`config.mk`:
```
export PLATFORM = sky130hd
export DESIGN_NAME = irq_ctrl_flat
export DESIGN_NICKNAME = d
export VERILOG_FILES = /design/src/rtl/irq_pkg.sv /design/src/rtl/irq_ctrl_if.sv /design/src/rtl/irq_edge_latch.sv /design/src/rtl/irq_ctrl.sv /design/src/flat_wrapper.sv
export SDC_FILE = /design/constraint.sdc
export NUM_CORES = 1
export LEC_CHECK = 0
export ABC_AREA = 1
export CORE_MARGIN = 8
export CORE_UTILIZATION = 45
export DETAILED_ROUTE_END_ITERATION = 8
export PLACE_DENSITY = 0.76
export RECOVER_POWER = 100
export SLEW_MARGIN = 25
export SYNTH_ARGS = -nofsm -noshare
export SYNTH_HDL_FRONTEND = slang
export SYNTH_SLANG_ARGS = --single-unit
export TNS_END_PERCENT = 100
```
`constraint.sdc`:
```
create_clock -name clk -period 1.2 [get_ports clk]
set_clock_uncertainty 0.05 [all_clocks]
set_input_delay 0.24 -clock clk [delete_from_list [all_inputs] [get_ports clk]]
set_output_delay 0.24 -clock clk [all_outputs]
set_load 0.05 [all_outputs]
```
`src/rtl/irq_pkg.sv`:
```
// Shared types for the interrupt controller: FSM state encoding and source indices.
package irq_pkg;
    typedef enum logic [1:0] {IRQ_IDLE, IRQ_PRESENT, IRQ_SERVICE} irq_state_t;

    localparam int IRQ_ETH = 0;
    localparam int IRQ_KEY = 1;
endpackage

```
`src/rtl/irq_ctrl_if.sv`:
```
// Core-facing interrupt handshake: controller presents valid/id/data, core answers ack/done.
interface irq_ctrl_if #(
    parameter int DATA_W = 32,
    parameter int ID_W   = 1
) ();
    logic              irq_valid;
    logic [ID_W-1:0]   irq_id;
    logic [DATA_W-1:0] irq_data;
    logic              irq_ack;
    logic              irq_done;

    modport master (output irq_valid, irq_id, irq_data, input irq_ack, irq_done);
    modport slave  (input irq_valid, irq_id, irq_data, output irq_ack, irq_done);
endinterface

```
`src/rtl/irq_edge_latch.sv`:
```
// Per-source rising-edge capture: pending flag, first-wins payload and sticky overflow.
module irq_edge_latch #(
    parameter int DATA_W = 32
) (
    input  logic              clk,
    input  logic              rst,
    input  logic              irq,
    input  logic [DATA_W-1:0] data,
    input  logic              clr,
    input  logic              ovf_clr,
    output logic              pending,
    output logic [DATA_W-1:0] data_q,
    output logic              ovf
);
    logic prev;
    logic armed;
    logic evt;

    // armed gates the first post-reset cycle so a level held through reset is not an edge
    assign evt = irq & ~prev & armed;

    always_ff @(posedge clk) begin
        if (rst) begin
            prev    <= 1'b0;
            armed   <= 1'b0;
            pending <= 1'b0;
            data_q  <= '0;
            ovf     <= 1'b0;
        end else begin
            prev  <= irq;
            armed <= 1'b1;
            if (ovf_clr) ovf <= 1'b0;
            if (clr) pending <= 1'b0;
            // clear-then-set: an edge coincident with the ack re-pends with fresh data
            if (evt) begin
                if (pending && !clr) begin
                    ovf <= 1'b1;
                end else begin
                    pending <= 1'b1;
                    data_q  <= data;
                end
            end
        end
    end
endmodule

```
`src/rtl/irq_ctrl.sv`:
```
// Fixed-priority interrupt controller: one irq at a time via valid/ack/done, no nesting.
module irq_ctrl
    import irq_pkg::*;
#(
    parameter int NUM_SRC = 2,
    parameter int DATA_W  = 32,
    parameter int ID_W    = (NUM_SRC > 1) ? $clog2(NUM_SRC) : 1
) (
    input  logic                      clk,
    input  logic                      rst,
    input  logic [NUM_SRC-1:0]        src_irq,
    input  logic [NUM_SRC*DATA_W-1:0] src_data,
    input  logic                      mask_we,
    input  logic [NUM_SRC-1:0]        mask_wdata,
    irq_ctrl_if.master                bus,
    output logic [NUM_SRC-1:0]        irq_ovf
);
    irq_state_t                       state;
    logic [NUM_SRC-1:0]               mask;
    logic [NUM_SRC-1:0]               pending;
    logic [NUM_SRC-1:0]               clr;
    logic [NUM_SRC-1:0]               ovf_clr;
    logic [NUM_SRC-1:0][DATA_W-1:0]   data_q;
    logic [NUM_SRC-1:0]               req;
    logic [ID_W-1:0]                  pick;
    logic [ID_W-1:0]                  sel;
    logic                             valid_q;
    logic [DATA_W-1:0]                data_out;

    for (genvar i = 0; i < NUM_SRC; i++) begin : g_src
        assign clr[i]     = (state == IRQ_PRESENT) && bus.irq_ack && (sel == ID_W'(i));
        assign ovf_clr[i] = mask_we && !mask_wdata[i];

        irq_edge_latch #(.DATA_W(DATA_W)) u_latch (
            .clk     (clk),
            .rst     (rst),
            .irq     (src_irq[i]),
            .data    (src_data[i*DATA_W +: DATA_W]),
            .clr     (clr[i]),
            .ovf_clr (ovf_clr[i]),
            .pending (pending[i]),
            .data_q  (data_q[i]),
            .ovf     (irq_ovf[i])
        );
    end

    assign req = pending & mask;

    // lowest index wins: scan from the top so the last hit is the highest priority
    always_comb begin
        pick = '0;
        for (int i = NUM_SRC - 1; i >= 0; i--) begin
            if (req[i]) pick = ID_W'(i);
        end
    end

    always_ff @(posedge clk) begin
        if (rst) begin
            state    <= IRQ_IDLE;
            mask     <= '1;
            sel      <= '0;
            valid_q  <= 1'b0;
            data_out <= '0;
        end else begin
            if (mask_we) mask <= mask_wdata;
            case (state)
                IRQ_IDLE: begin
                    if (|req) begin
                        state    <= IRQ_PRESENT;
                        sel      <= pick;
                        valid_q  <= 1'b1;
                        data_out <= data_q[pick];
                    end
                end
                IRQ_PRESENT: begin
                    if (bus.irq_ack) begin
                        state   <= IRQ_SERVICE;
                        valid_q <= 1'b0;
                    end else if (!mask[sel]) begin
                        state   <= IRQ_IDLE;
                        valid_q <= 1'b0;
                    end
                end
                IRQ_SERVICE: begin
                    if (bus.irq_done) state <= IRQ_IDLE;
                end
                default: begin
                    state   <= IRQ_IDLE;
                    valid_q <= 1'b0;
                end
            endcase
        end
    end

    assign bus.irq_valid = valid_q;
    assign bus.irq_id    = sel;
    assign bus.irq_data  = data_out;
endmodule

```
`src/flat_wrapper.sv`:
```
// flat-port wrapper written by rule: the top's interface ports become plain ports
module irq_ctrl_flat import irq_pkg::*;
#(
    parameter int NUM_SRC = 2,
    parameter int DATA_W  = 32,
    parameter int ID_W    = (NUM_SRC > 1) ? $clog2(NUM_SRC) : 1
)
  (clk, rst, src_irq, src_data, mask_we, mask_wdata, irq_ovf, bus_irq_valid, bus_irq_id, bus_irq_data, bus_irq_ack, bus_irq_done);
  irq_ctrl_if #(.DATA_W(DATA_W), .ID_W(ID_W)) bus_i ();
  input  logic clk;
  input  logic rst;
  input  logic [NUM_SRC-1:0] src_irq;
  input  logic [NUM_SRC*DATA_W-1:0] src_data;
  input  logic mask_we;
  input  logic [NUM_SRC-1:0] mask_wdata;
  output logic [NUM_SRC-1:0] irq_ovf;
  output wire logic [$bits(bus_i.irq_valid)-1:0] bus_irq_valid;
  output wire logic [$bits(bus_i.irq_id)-1:0] bus_irq_id;
  output wire logic [$bits(bus_i.irq_data)-1:0] bus_irq_data;
  input wire logic [$bits(bus_i.irq_ack)-1:0] bus_irq_ack;
  input wire logic [$bits(bus_i.irq_done)-1:0] bus_irq_done;
  assign bus_irq_valid = bus_i.irq_valid;
  assign bus_irq_id = bus_i.irq_id;
  assign bus_irq_data = bus_i.irq_data;
  assign bus_i.irq_ack = bus_irq_ack;
  assign bus_i.irq_done = bus_irq_done;
  irq_ctrl #(.NUM_SRC(NUM_SRC), .DATA_W(DATA_W), .ID_W(ID_W)) u_core (.clk(clk), .rst(rst), .src_irq(src_irq), .src_data(src_data), .mask_we(mask_we), .mask_wdata(mask_wdata), .bus(bus_i), .irq_ovf(irq_ovf));
endmodule
```
==> results.sh <==
export IMPL_hp_start="src_irq[0]"
export IMPL_crit_start="u_core.state[1]"
export IMPL_drt_iter0_drc=348
export IMPL_cts_sinks=109
export IMPL_ys_seq_area_share_pct=45.2
export IMPL_drv_slew=0
export IMPL_antenna_found_initial=0
export IMPL_post_drt_wl_per_cell_um=16.1
export IMPL_path_class="flop to flop"
export IMPL_core_area_mm2=0.0107
export IMPL_path_cells="inv_2, nand3_4, o21ai_4, buf_12, buf_12, nand3b_1, nand2_1, nor2_1"
export IMPL_finalCritPeriodShare_pct=118
export IMPL_outcome="finished, violations left"
export IMPL_nets=834
export IMPL_final_cell_mix="143 x nand2_1, 71 x nor2_1, 69 x clkdlybuf4s50_1, 68 x a21oi_1, 66 x dfxtp_1"
export IMPL_viasPerCell=5.18
export IMPL_hold_slack_ns=0.269
export IMPL_grt_overflow=0
export IMPL_grt_pass1_vias=4692
export IMPL_ant_nets=0
export IMPL_finalSetupTns_ns=-16.75
export IMPL_fill_cells=839
export IMPL_dieArea_mm2=0.0143
export IMPL_cts_tree="done"
export IMPL_drt_wl_total_um=14600
export IMPL_syn2layout_area_growth_pct=51.4
export IMPL_layout_commonest_cell="nand2_1"
export IMPL_rr_endpoint="u_core.g_src[1].u_latch.data_q[24]"
export IMPL_syn_nets=712
export IMPL_clk_pin_slew_worst_paths_ns=0.11
export IMPL_postCtsHoldBufs=0
export IMPL_instances_no_fill=906
export IMPL_netlist_area_mm2=0.00483
export IMPL_die_y_um=120
export IMPL_yosysWarnings=0
export IMPL_rows=38
export IMPL_port_buffers=108
export IMPL_maxCapViolCount=0
export IMPL_synth_area_leader_cell="dfxtp_1"
export IMPL_grt_use_total_pct=18.8
export IMPL_numCtsBuffers=9
export IMPL_finalCriticalPeriod_ns=1.41
export IMPL_cts_root_buf="clkbuf_8"
export IMPL_slew_headroom_pct=81.3
export IMPL_seqCellArea_mm2=0.00224
export IMPL_rsz0062_at_grt="yes"
export IMPL_worst_pin_slew_ns=0.280
export IMPL_place_inst=865
export IMPL_cpPeakStageDelay_ns=0.34
export IMPL_end_kind="flop"
export IMPL_start_kind="flop"
export IMPL_total_power_w=0.00905
export IMPL_required_ns=1.41
export IMPL_vias=4691
export IMPL_hold_end="u_core.g_src[0].u_latch.prev"
export IMPL_ys_ff_latch=109
export IMPL_yosys_top_cells_area="dfxtp_1 45%, nand2_1 11%, nand3b_1 9.9%"
export IMPL_min_path_cells=3
export IMPL_min_path_type="input pin to flop"
export IMPL_power_leakage_nw=3.10
export IMPL_synthCells=639
export IMPL_synth_top_area_share_pct=45.2
export IMPL_grt_pass1_wl_um=22300
export IMPL_fin_ws_ns=-0.212
export IMPL_finalSetupViolations=104
export IMPL_reg2regPathDepth=8
export IMPL_path_max_fanout=19
export IMPL_die_w_um=120
export IMPL_clock_latency_ns=0.36
export IMPL_boundaryPins=109
export IMPL_multi_input_area_mm2=0.00225
export IMPL_finalHoldViolations=0
export IMPL_n_antenna_cell=0
export IMPL_violations="setup timing"
export IMPL_place_congestion=0.788
export IMPL_detailed_place_hpwl_um=9210
export IMPL_start_util_pct=45.4
export IMPL_drc=0
export IMPL_ff2ff_setup_slack_ns=-0.21
export IMPL_vdd_ir_drop_worst_mv=0.740
export IMPL_timing_fmax_ghz=0.708
export IMPL_arrival_ns=1.62
export IMPL_crit_slowest_cell="dfxtp_2"
export IMPL_r2r_start="u_core.state[1]"
export IMPL_htree_num_levels=3
export IMPL_cts_path_max_buffers=2
export IMPL_syn_avg_cell_area_um2=7.56
export IMPL_power_density_mw_per_mm2=1240
export IMPL_drtPass1Iterations=4
export IMPL_synth_cell_types=20
export IMPL_crit_path_frequent_cell="buf_12"
export IMPL_final_layout_size_suffix_gt1_share_pct=23.5
export IMPL_grt_max_degree=49
[cells in the mapped netlist, drive strengths merged]
library cell and count:
o21ai 4, nor2 73, a21oi 71, nand3 37
or2 1, nor3 2, nand2 147, buf 47
inv 45, nand3b 64, o211ai 32, dfxtp 109
clkbuf 7
[where the power goes]
part,switching (W),leakage (nW),internal (W)
sequential,0.000239,0.911,0.00394
combinational,0.00132,2.09,0.00139
clock,0.00131,0.0918,0.000851
[worst max-delay path: cells and delay by family (launching register included)]
family	cells	cell delay, ns
AO/OA/AOI/OAI	1	0.18
buffers and inverters	3	0.38
flip-flops	1	0.34
AND/OR/NAND/NOR	4	0.35
[per-stage QoR]
stage | util, % | worst slack (ns) | cell area [um^2]
floorplan | - | -0.0276 | 4870
global placement | 61.3 | -0.520 | 6530
detailed placement | 61.3 | -0.600 | 6530
CTS | 65.7 | -0.151 | 7000
global route | 68.7 | -0.303 | 7310
finish | 68.7 | -0.212 | 7310
[sequential cells by signal (all words and copies together), names as in the netlist]
name	count
u_core.state	2
u_core.mask	2
u_core.bus.irq_data	32
u_core.bus.irq_id	1
u_core.g_src.u_latch.pending	2
u_core.g_src.u_latch.prev	2
u_core.g_src.u_latch.ovf	2
u_core.bus.irq_valid	1
u_core.g_src.u_latch.armed	1
u_core.g_src.u_latch.data_q	64
[layer usage]
layer  global-route usage (%)  vias up  routed length [um]
li1                         -     2324                   -
met1                     21.1     2214                5980
met2                     35.0      132                7620
met3                     3.33       21                 725
met4                     6.25        0                 246
met5                        0        -                   0
[cells by family after synthesis]
kind of cell,Yosys count,synth area share [%]
compound gates,107,12.7
buf+inv,99,10.5
flops,109,45.2
simple gates,324,31.6
[worst max path at each step]
| stage | depth (start not counted) | to |
|---|---|---|
| after detailed placement | 7 | u_core.g_src[1].u_latch.data_q[18] |
| after floorplan | 8 | u_core.g_src[0].u_latch.data_q[7] |
| after global routing | 8 | u_core.g_src[1].u_latch.data_q[24] |
| final | 8 | u_core.g_src[1].u_latch.data_q[24] |
| after global placement | 7 | u_core.g_src[0].u_latch.data_q[16] |
| after CTS | 7 | u_core.bus.irq_data[26] |
[what timing repair did]
item,4_1_cts,5_1_grt
buffers inserted,8,6
cloned,5,9
endpoints found under the setup margin,138,118
resized for setup,57,37
pin swaps,2,11
[final cells by class]
type                       instances  area share (%)
clock inverter                     6           0.719
timing repair buffer             165            31.3
inverter                          45            2.31
clock buffer                      10            1.88
sequential                       109            30.6
tap                              140            2.40
multi-input combinational        431            30.8
Power figures use the tool's default switching activity.
